--- src/rtl/mlp_io_pkg.sv ---
// ============================================================================
// Module      : mlp_io_pkg
// Description : Shared frame geometry and sequencer state type for the MLP
//               front-end, its MLP top and benches.
// Revision    : 1.0 - initial release
// ============================================================================
`default_nettype none

package mlp_io_pkg;

    localparam int c_num_a    = 8;
    localparam int c_width_a  = 4;
    localparam int c_outwidth = 2;

    typedef enum logic [1:0] {
        ST_FILL   = 2'd0,
        ST_SETTLE = 2'd1,
        ST_RESULT = 2'd2
    } seq_state_t;

endpackage

`default_nettype wire

--- src/rtl/mlp_settle_timer.sv ---
// ============================================================================
// Module      : mlp_settle_timer
// Description : One-shot timer; a start pulse yields a single done pulse
//               SETTLE_CYCLES clocks later.
// Revision    : 1.0 - initial release
// ============================================================================
`default_nettype none

module mlp_settle_timer #(
    parameter int SETTLE_CYCLES = 4
) (
    input  logic clk,
    input  logic rst,
    input  logic start,
    output logic done
);

    localparam int                c_cw   = $clog2(SETTLE_CYCLES + 1);
    localparam logic [c_cw-1:0]   c_last = c_cw'(SETTLE_CYCLES - 1);

    logic            r_run;
    logic [c_cw-1:0] r_cnt;

    // The counter parks on its final value instead of wrapping.
    always_ff @(posedge clk or posedge rst) begin
        if (rst) begin
            r_run <= 1'b0;
            r_cnt <= '0;
        end else if (start) begin
            r_run <= 1'b1;
            r_cnt <= '0;
        end else if (r_run) begin
            if (r_cnt == c_last) begin
                r_run <= 1'b0;
            end else begin
                r_cnt <= r_cnt + 1'b1;
            end
        end
    end

    assign done = r_run & (r_cnt == c_last);

endmodule

`default_nettype wire

--- src/rtl/mlp_frame_sequencer.sv ---
// ============================================================================
// Module      : mlp_frame_sequencer
// Description : Serial-to-parallel frame builder feeding the combinational
//               MLP, waits for settling, and returns the class on valid/ready.
// Revision    : 1.0 - initial release
// ============================================================================
`default_nettype none

module mlp_frame_sequencer
    import mlp_io_pkg::*;
#(
    parameter int NUM_A         = c_num_a,
    parameter int WIDTH_A       = c_width_a,
    parameter int OUTWIDTH      = c_outwidth,
    parameter int SETTLE_CYCLES = 4
) (
    input  logic                       clk,
    input  logic                       rst,
    input  logic                       feat_valid,
    output logic                       feat_ready,
    input  logic [WIDTH_A-1:0]         feat_data,
    input  logic                       feat_last,
    output logic [NUM_A*WIDTH_A-1:0]   inp,
    input  logic [OUTWIDTH-1:0]        out,
    output logic                       res_valid,
    input  logic                       res_ready,
    output logic [OUTWIDTH-1:0]        res_class,
    output logic                       err_align,
    output logic                       busy
);

    localparam int              c_iw       = (NUM_A > 1) ? $clog2(NUM_A) : 1;
    localparam logic [c_iw-1:0] c_idx_last = c_iw'(NUM_A - 1);

    seq_state_t                 r_state;
    logic [c_iw-1:0]            r_idx;
    logic [NUM_A*WIDTH_A-1:0]   r_inp;
    logic [OUTWIDTH-1:0]        r_res_class;
    logic                       r_res_valid;
    logic                       r_err_align;
    logic                       r_busy;
    logic                       r_feat_ready;

    logic w_accept;
    logic w_last_slot;
    logic w_start;
    logic w_done;

    // feat_ready is registered and only high in FILL, so accept implies FILL.
    assign w_accept    = feat_valid & r_feat_ready;
    assign w_last_slot = (r_idx == c_idx_last);
    assign w_start     = w_accept & feat_last & w_last_slot;

    mlp_settle_timer #(
        .SETTLE_CYCLES (SETTLE_CYCLES)
    ) u_timer (
        .clk   (clk),
        .rst   (rst),
        .start (w_start),
        .done  (w_done)
    );

    always_ff @(posedge clk or posedge rst) begin
        if (rst) begin
            r_state      <= ST_FILL;
            r_idx        <= '0;
            r_inp        <= '0;
            r_res_class  <= '0;
            r_res_valid  <= 1'b0;
            r_err_align  <= 1'b0;
            r_busy       <= 1'b0;
            r_feat_ready <= 1'b1;
        end else begin
            r_err_align <= 1'b0;
            case (r_state)
                ST_FILL: begin
                    if (w_accept) begin
                        for (int i = 0; i < NUM_A; i++) begin
                            if (r_idx == c_iw'(i)) begin
                                r_inp[i*WIDTH_A +: WIDTH_A] <= feat_data;
                            end
                        end
                        // A last flag off the final slot, either way, drops the frame.
                        if (feat_last != w_last_slot) begin
                            r_idx       <= '0;
                            r_err_align <= 1'b1;
                        end else if (feat_last) begin
                            r_idx        <= '0;
                            r_state      <= ST_SETTLE;
                            r_feat_ready <= 1'b0;
                            r_busy       <= 1'b1;
                        end else begin
                            r_idx <= r_idx + 1'b1;
                        end
                    end
                end
                ST_SETTLE: begin
                    if (w_done) begin
                        r_res_class <= out;
                        r_res_valid <= 1'b1;
                        r_state     <= ST_RESULT;
                    end
                end
                ST_RESULT: begin
                    if (res_ready) begin
                        r_res_valid  <= 1'b0;
                        r_state      <= ST_FILL;
                        r_feat_ready <= 1'b1;
                        r_busy       <= 1'b0;
                    end
                end
                default: begin
                    r_state      <= ST_FILL;
                    r_idx        <= '0;
                    r_res_valid  <= 1'b0;
                    r_feat_ready <= 1'b1;
                    r_busy       <= 1'b0;
                end
            endcase
        end
    end

    assign feat_ready = r_feat_ready;
    assign inp        = r_inp;
    assign res_valid  = r_res_valid;
    assign res_class  = r_res_class;
    assign err_align  = r_err_align;
    assign busy       = r_busy;

endmodule

`default_nettype wire

--- config.mk ---
export PLATFORM = sky130hd
export DESIGN_NAME = mlp_frame_sequencer
export DESIGN_NICKNAME = d
export VERILOG_FILES = /design/src/rtl/mlp_io_pkg.sv /design/src/rtl/mlp_settle_timer.sv /design/src/rtl/mlp_frame_sequencer.sv
export SDC_FILE = /design/constraint.sdc
export NUM_CORES = 1
export LEC_CHECK = 0
export CAP_MARGIN = 20
export CELL_PAD_IN_SITES_DETAIL_PLACEMENT = 2
export CELL_PAD_IN_SITES_GLOBAL_PLACEMENT = 2
export CORE_UTILIZATION = 41
export CTS_CLUSTER_DIAMETER = 200
export DETAILED_ROUTE_END_ITERATION = 12
export DONT_BUFFER_PORTS = 1
export PLACE_DENSITY = 0.83
export SLEW_MARGIN = 20
export SYNTH_ARGS = -nofsm -noshare
export SYNTH_HDL_FRONTEND = slang
export SYNTH_SLANG_ARGS = --single-unit
--- constraint.sdc ---
create_clock -name clk -period 2.2 [get_ports clk]
set_input_delay 0.22 -clock clk [delete_from_list [all_inputs] [get_ports clk]]
set_output_delay 0.22 -clock clk [all_outputs]
set_load 0.01 [all_outputs]
==> impl_metrics.toml, run 1 <==
[synthesis]
synth.yosys.warnings = 0
syn_avg_cell_area_um2 = 13.56
yosys-top-cells-area = "dfrtp_1 55%, mux2_2 17%, ha_1 6.6%"
synthCells = 153
synth.ff_latch_count = 47
yosys.cell_types.count = 30
yosys.area.top_type = "dfrtp_1"
synth_top_area_share = 0.5549
synth_seq_area_share = 0.5676
synth_area_um2 = 2074
synth_fp_nets = 175

[run]
maxCapViolations = 0

[worst_setup_path]
worstPathMaxFanout = 9
startpoint_type = "register"
cp.arrival_ns = 2.04
endpoint_kind = "register"
worstSetupPathType = "reg2reg"
r2r_cells = 5
crit_required_ns = 2.38

[cells_and_area]
layout_commonest_cell = "dfrtp_1"
final_util = 0.4682
final_layout_size_suffix_gt1_frac = 0.3208
diodes = 0
area_delta_synth_final_pct = 8.022
stdcell_area_um2 = 2241
final_cell_mix = "46 x dfrtp_1, 32 x mux2_2, 11 x ha_1"
final_nets = 180

[sta]
rsz0062_at_grt = "false"
tightest_slew_ns = 0.9717
max_slew_margin = 0.3513
min_period_ns = 1.853
setup_tns_ns = 0
post-route-period-util = 0.8423
slew_violations = 0
setup-violations-final = 0
hold_ws_ns = 0.02101
finalHoldViolCount = 0
clock-skew-final_ns = 0.01109
fmax_mhz = 539.7

[route]
drt_wl_total_um = 4726
wl_per_cell_um = 20.91
ant_nets = 0
vias = 1237
drtPass1Iterations = 2
drc = 0
viasPerCell = 5.473
drt_iter0_drc = 71

[floorplanning]
core.rowCount = 25
die_area_um2 = 5348
core_um2 = 4786
die_x_um = 73.13
initial_core_util = 0.4335
io_pins = 49
die_h_um = 73.13

[clock_tree]
postCtsSetupBuffers = 0
clock_tree.buffer_depth = 2
cts-root-buf = "clkbuf_8"
cts_max_level = 2
cts_resized = 0
clk_pin_slew_worst_paths_ns = 0.09
cts_tree = "done"
cts_buffers = 5
clock_latency_ns = 0.30
ctsHoldBuffers = 0
clkSinkCount = 47

[power_and_ir_drop]
sw_frac_of_total = 0.3577
power.switching_mw = 0.9975
power.internal_mw = 1.791
vdd.ir_drop.worst_mv = 0.5748
combPwrFrac = 0.264
p_per_area_nw_per_um2 = 1245
seq_power_share = 0.551
power.total_mw = 2.789
power_leakage_nw = 1.058
clockPowerShare = 0.185

[global_route]
grt_pass1_vias = 1390
grt_max_degree = 48
grt_overflow = 0
grt_pass1_wl_um = 7797
antenna_found_initial = 0
grt_use_total = 0.1979

[place]
gp_congestion = 0.7744
dp_hpwl_um = 3410
dpl_cell_area_um2 = 2153
port_buffers = 0

[hold_path]
holdCritPathClass = "in2async"

[status]
outcome = "finished clean"
[path summary, 6_finish.rpt]
kind                                     to             start  slack [ns]
min reg2reg                u_timer.r_cnt[1]  u_timer.r_cnt[1]        0.55
max reg2reg                          inp[4]        r_state[1]        0.35
min in group clk                     inp[3]      feat_data[3]        0.06
max in group asynchronous          r_idx[0]               rst        1.58
max                                  inp[4]        r_state[1]        0.35
min                                 inp[12]               rst        0.02
[routing by layer]
metal	vias up	global-route usage	wire length, µm
met1	658	0.2415	1935
met5	-	0	0
li1	544	-	-
met3	7	0.04972	191
met4	0	0.05664	45
met2	28	0.3447	2553
[sequential cells by signal, indices dropped and copies added, names as in the netlist]
signal and cells:
busy 1, err_align 1, feat_ready 1, inp 32, r_idx 3, r_state 2
res_class 2, res_valid 1, u_timer.r_cnt 3, u_timer.r_run 1
[Yosys cell counts]
| cell | instances |
|---|---|
| ha_1 | 11 |
| mux2_4 | 4 |
| and2_1 | 1 |
| a21oi_1 | 3 |
| mux2i_1 | 2 |
| nand2b_1 | 1 |
| dfstp_2 | 1 |
| and3_1 | 2 |
| xor2_1 | 1 |
| dfrtp_1 | 46 |
| a211o_1 | 2 |
| nor2b_1 | 2 |
| nor2_1 | 10 |
| or3b_1 | 1 |
| xnor2_1 | 1 |
| inv_1 | 8 |
| or3_4 | 1 |
| or2_2 | 1 |
| nor3_1 | 2 |
| nand3_1 | 6 |
| a211oi_1 | 3 |
| clkbuf_1 | 2 |
| o32a_1 | 2 |
| nand2_2 | 1 |
| nand4_1 | 1 |
| buf_2 | 1 |
| nor3_2 | 1 |
| o32ai_1 | 1 |
| nand2_1 | 3 |
| mux2_2 | 32 |
[logic make-up after synthesis]
kind of cell / Yosys count / share of synthesized area
flip-flops: 47 / 0.5676
multiplexers: 38 / 0.2123
AND/OR/NAND/NOR: 33 / 0.08445
AO/OA/AOI/OAI: 11 / 0.04041
buffers and inverters: 11 / 0.02051
adder cells (fa/ha/maj): 11 / 0.06634
XOR/XNOR: 2 / 0.008445
[cell type report]
| type | instances | area [µm²] |
|---|---|---|
| Clock inverter | 3 | 18.77 |
| Timing Repair Buffer | 1 | 7.507 |
| Multi-Input combinational cell | 95 | 854.6 |
| Tap cell | 67 | 83.83 |
| Clock buffer | 5 | 68.82 |
| Sequential cell | 47 | 1177 |
| Inverter | 8 | 30.03 |
| Fill cell | 462 | 2545 |
[critical path, cell delays in order (launching register included)]
cell	delay, ns
dfrtp_1	0.40
inv_1	0.11
ha_1	0.36
nand2b_1	0.16
nor2_1	0.33
mux2_2	0.39
[power groups by stage]
stage	Combinational, mW	Clock, mW	Sequential, mW
after global routing	0.827	0.557	1.58
after CTS	0.753	0.532	1.54
after floorplan	0.594	0	1.46
final	0.737	0.515	1.54
after global placement	0.667	0	1.53
after detailed placement	0.738	0	1.55
[per-stage QoR]
step                cells  setup WS, ns
finish                226        0.3470
global route          226        0.2132
CTS                   226        0.3555
detailed placement    218        0.3736
global placement      218        0.4857
floorplan             153        0.6385
No activity file was read; power rests on OpenSTA's default activity.
==> inputs of run 2 (changes only) <==
Settings changed: ABC_AREA set to 1, CORE_UTILIZATION 41 to 34, PLACE_DENSITY 0.83 to 0.79.
Clock period 2.2 ns to 1.55 ns, I/O delays scaled along.
==> run 2 against run 1 <==
- final area up 10%
- fmax increased by 26%
- setup slack got worse by 0.27 ns
- die area is 24% higher
- area after synthesis is 3.3% higher
- synthesized cell count up 39%
- hold slack improved by 0.12 ns
- clock skew shrank 0.0065 ns
==> impl_metrics.toml, run 2 <==
[route]
drt_iter0_drc = 52
drc = 0
viasPerCell = 4.984
drtPass1Iterations = 5
drt_wl_total_um = 5292
vias = 1525
wl_per_cell_um = 17.29
ant_nets = 0

[synthesis]
synth.ff_latch_count = 47
synthArstFlopShare = 1.000
syn_avg_cell_area_um2 = 10.06
ys.flop_type = "dfrtp_1"
synth_seq_area_share = 0.5496
yosys-top-cells-area = "dfrtp_1 54%, nand2_1 9.8%, ha_1 6.4%"
synthCells = 213
netlist_top_cells_count = "56 x nand2_1, 46 x dfrtp_1, 25 x inv_1, 25 x o21ai_1, 11 x ha_1"
yosys.area.top_type = "dfrtp_1"
synth_fp_nets = 235
yosys.cell_types.count = 21
synth_area_um2 = 2142
synth.yosys.warnings = 0
synth_top_area_share = 0.5374
synth.most_common_cell = "nand2_1"
synth_edf_count = 0

[global_route]
antenna_found_initial = 0
grt_use_total = 0.1690
met2_usage = 0.2858
grt_overflow = 0
grt_max_degree = 26
grt_use_met3 = 0.04382
grtUsageMet1 = 0.2118
grt_pass1_vias = 1658
grt_pass1_wl_um = 8328
top_usage_layer = "met2"

[floorplanning]
die_area_um2 = 6622
core.rowCount = 28
io_pins = 49
core_um2 = 5991
initial_core_util = 0.3576
die_h_um = 81.38
die_x_um = 81.38

[cells_and_area]
layout_commonest_cell = "nand2_1"
final_layout_size_suffix_gt1_frac = 0.2121
fillers = 664
layout.cells.non_filler = 306
diodes = 0
seq_area_um2 = 1177
final_nets = 252
multiInputGateArea_um2 = 882.1
largest_register_ffs = 32
final_cell_mix = "56 x nand2_1, 46 x dfrtp_1, 25 x o21ai_1"
area_delta_synth_final_pct = 15.54

[worst_setup_path]
crit_start = "u_timer.r_cnt[0]"
worstSetupPathType = "reg2reg"
reg2reg_from = "u_timer.r_cnt[0]"
r2r_cells = 7
cp.arrival_ns = 1.69
slowest_delay_ns = 0.41
path_cells = "ha_1 -> ha_1 -> nand2_1 -> nand2_1 -> nand3_2 -> inv_1 -> a21oi_1"
regToRegSetupSlack_ns = 0.08
crit_required_ns = 1.77
endpoint_kind = "register"
crit_buf_inv = 1
startpoint_type = "register"
worstPathMaxFanout = 4
crit_family = "adder cells"
slowest_stage = "dfrtp_1"
critical_path_depth = 7
r2r_end = "r_state[0]"

[place]
gp_congestion = 0.7954
port_buffers = 0
post-place-ws_ns = 0.009865
dpl.cell_count = 292
dp_hpwl_um = 3759

[clock_tree]
cts_max_level = 2
clock_tree.buffer_depth = 2
cts_tree = "done"
clock_latency_ns = 0.30
clkSinkCount = 47
cts_buffers = 5
clk_pin_slew_worst_paths_ns = 0.09
cts-root-buf = "clkbuf_8"

[hold_path]
min_path_cells = 2
hold_end = "err_align"
hold_start = "feat_last"
holdCritPathClass = "in2reg"

[run]
maxCapViolations = 0

[power_and_ir_drop]
vdd.ir_drop.worst_mv = 0.5068
power.total_mw = 4.048
p_per_area_nw_per_um2 = 1636
power_leakage_nw = 1.221

[sta]
setup-violations-final = 0
post-route-period-util = 0.9485
tightest_slew_ns = 0.5553
fmax_mhz = 680.2
finalHoldViolCount = 0
timing.final.ws_setup_ns = 0.07984
clock-skew-final_ns = 0.004595
setup_tns_ns = 0
min_period_ns = 1.470
slew_violations = 0
max_slew_margin = 0.6292

[status]
outcome = "finished clean"
## run 2: cell count changes after synthesis, moves of 3 or more
cell | before | now
mux2_4 | 4 | 0
mux2_2 | 32 | 0
a211oi_1 | 3 | 0
o21ai_1 | 0 | 25
o21ai_0 | 0 | 4
nor2_1 | 10 | 4
o21ai_2 | 0 | 10
nand2_4 | 0 | 9
inv_1 | 8 | 25
nor2_4 | 0 | 3
nand2_1 | 3 | 56
## run 2: routing by layer
layer  part of all wire  up-vias
met2               0.49       37
met4              0.012        0
met3              0.052        5
li1                   -      715
met1               0.45      768
met5                  0        -
## run 2: power breakdown
part	switching (mW)	internal (mW)
clock	0.446	0.531
combinational	0.680	0.401
sequential	0.411	1.58
total	1.54	2.51
## run 2: worst max path at each step
stage                       to  slack, ns
finish              r_state[0]       0.08
global route        r_state[1]     -0.009
CTS                 r_state[1]      0.002
detailed placement  r_state[1]       0.01
global placement    r_state[1]       0.12
floorplan           r_state[1]       0.20
## run 2: area by class of cell
type                            count  share of cell area
Sequential cell                    47              0.4757
Multi-Input combinational cell    139              0.3564
Inverter                           27             0.04247
Timing Repair Buffer               10             0.03842
Tap cell                           75             0.03792
Clock buffer                        6             0.03337
Clock inverter                      2             0.01567
## run 2: metrics by stage
step,utilization,cell area [µm²],hold WS [ns]
3_5_place_dp,0.3803,2278,0.1377
2_1_floorplan,-,2142,0.2977
5_1_grt,0.4131,2475,0.1402
4_1_cts,0.4060,2432,0.1289
6_report,0.4131,2475,0.1402
3_3_place_gp,0.3803,2278,0.1312
## run 2: worst register-to-register path: stages (launching register included)
cell and delay, ns:
dfrtp_1 0.41, ha_1 0.22, ha_1 0.21, nand2_1 0.06
nand2_1 0.13, nand3_2 0.13, inv_1 0.08, a21oi_1 0.15
## run 2: timing repair
action / in CTS / in global routing
gates resized for setup: 1 / 4
hold buffers: 3 / 0
setup endpoints to repair: 2 / 8
setup buffers: 0 / 3
endpoints found under the hold margin: 25 / 0
## run 2: kinds of logic after synthesis
logic type                 count (synthesis)  synth area share
and+or+nand+nor                           85            0.2173
xor gates and xnor gates                   1          0.004090
DFF                                       47            0.5496
adders and majority gates                 11           0.06425
AOI/OAI and AO/OA                         42            0.1157
buffers and inverters                     27           0.04907
==> inputs of run 3 (changes only) <==
Settings changed: CELL_PAD_IN_SITES_DETAIL_PLACEMENT 2 to unset, CELL_PAD_IN_SITES_GLOBAL_PLACEMENT 2 to unset, CORE_UTILIZATION 34 to 56, PLACE_DENSITY 0.79 to 0.8.
==> run 3 against run 2 <==
- clock-buffer cell count decreased by 1
- non-clock buffer count decreased by 5
- critical path depth increased by 1
- setup slack improved by 0.018 ns
- cell count decreased by 10%
- first-iteration DRC count increased by 140%
- sequential power about the same
- clock power decreased by 5.5%
- fmax increased by 1.3%
- hold slack got worse by 0.14 ns
- final area decreased by 3.7%
- highest routed layer unchanged
- total power decreased by 3.7%
==> impl_metrics.toml, run 3 (synthesis gave the netlist of run 2 again) <==
[status]
outcome = "finished clean"

[worst_setup_path]
worstPathMaxFanout = 4
reg2reg_from = "r_idx[1]"
crit_required_ns = 1.80
r2r_cells = 8
crit_start = "r_idx[1]"
startpoint_type = "register"
worstSetupPathType = "reg2reg"
cp.arrival_ns = 1.70
crit_top_cell = "nand2_1"
slowest_stage = "dfrtp_1"
slowest_delay_ns = 0.40
regToRegSetupSlack_ns = 0.1
r2r_end = "r_state[1]"
crit_buf_inv = 1
crit_family = "simple AND/OR/NAND/NOR gates"
endpoint_kind = "register"
path_cells = "ha_1 -> ha_2 -> nand2_1 -> nand2_1 -> inv_1 -> nor2_1 -> nand3_1 -> nand2_1"

[sta]
min_period_ns = 1.452
clock-skew-final_ns = 0.007889
tightest_slew_ns = 0.4773
fmax_mhz = 688.8
finalHoldViolCount = 0
post-route-period-util = 0.9366
max_slew_margin = 0.6813
hold_ws_ns = 0.004306
slew_violations = 0
setup_tns_ns = 0
setup-violations-final = 0

[floorplanning]
core.rowCount = 22
initial_core_util = 0.5851
core_um2 = 3661
die_h_um = 63.85
die_area_um2 = 4076
die_x_um = 63.85
io_pins = 49

[global_route]
grt_pass1_wl_um = 6624
grt_max_degree = 28
grt_use_total = 0.2184
grt_pass1_vias = 1415
antenna_found_initial = 0
grt_overflow = 0

[route]
drtPass1Iterations = 4
viasPerCell = 5.471
ant_nets = 0
drt_iter0_drc = 124
wl_per_cell_um = 15.00
drc = 0
vias = 1499
drt_wl_total_um = 4111

[power_and_ir_drop]
p_per_area_nw_per_um2 = 1637
power.total_mw = 3.899
vdd.ir_drop.worst_mv = 0.8483
power_leakage_nw = 1.194

[cells_and_area]
diodes = 0
final_nets = 247
layout_commonest_cell = "nand2_1"
fillers = 285
largest_register_ffs = 32
layout.cells.non_filler = 274
area_delta_synth_final_pct = 11.21
final_layout_size_suffix_gt1_frac = 0.2080
final_cell_mix = "56 x nand2_1, 45 x dfrtp_1, 24 x inv_1, 24 x o21ai_1, 11 x o21ai_2"

[clock_tree]
cts-root-buf = "clkbuf_8"
cts_tree = "done"
cts_buffers = 5
clkSinkCount = 47
postCtsSetupBuffers = 0
clock_latency_ns = 0.30
cts_max_level = 2
clk_pin_slew_worst_paths_ns = 0.09
clock_tree.buffer_depth = 2

[place]
gp_congestion = 0.8702
dp_hpwl_um = 2891
port_buffers = 0
dpl.cell_count = 265

[hold_path]
holdCritPathClass = "in2reg"
min_path_cells = 2
hold_start = "out[1]"
hold_end = "res_class[1]"

[run]
maxCapViolations = 0
[run 3: timing repair]
item / CTS / global route
setup endpoints to repair: 0 / 8
hold buffers: 1 / 0
endpoints found under the hold margin: 19 / 0
resized for setup: 0 / 5
[run 3: area by class of cell]
type	count	area [µm²]	share of cell area
sequential	47	1179	0.4947
timing repair buffer	5	52.55	0.02206
clock buffer	5	68.82	0.02889
inverter	27	105.1	0.04412
clock inverter	3	46.29	0.01943
multi-input combinational	139	870.8	0.3655
tap	48	60.06	0.02521
[run 3: worst max path at each step]
stage	endpoint	cells after the start
6_report	r_state[1]	8
5_1_grt	r_idx[0]	5
4_1_cts	r_state[1]	8
3_5_place_dp	r_state[1]	8
3_3_place_gp	r_state[1]	8
2_1_floorplan	r_state[1]	8
[run 3: where the power goes]
| part | leakage, nW | internal [mW] | total (mW) | switching (mW) |
|---|---|---|---|---|
| clock | 0.0548 | 0.486 | 0.923 | 0.437 |
| sequential | 0.610 | 1.58 | 1.99 | 0.407 |
| combinational | 0.529 | 0.369 | 0.988 | 0.619 |
| total | 1.19 | 2.44 | 3.90 | 1.46 |
[run 3: through the flow]
| stage | setup slack, ns | area (µm²) | util |
|---|---|---|---|
| 5_1_grt | -0.02416 | 2382 | 0.6507 |
| 3_5_place_dp | 0.07765 | 2245 | 0.6131 |
| 3_3_place_gp | 0.1497 | 2245 | 0.6131 |
| 6_report | 0.09822 | 2382 | 0.6507 |
| 2_1_floorplan | 0.2009 | 2142 | - |
| 4_1_cts | 0.06556 | 2370 | 0.6473 |
[run 3: per-layer routing]
metal  part of all wire  GRT usage
met4              0.018    0.09943
met3              0.055    0.05893
met5                  0          0
met1               0.44     0.2832
met2               0.48     0.3418
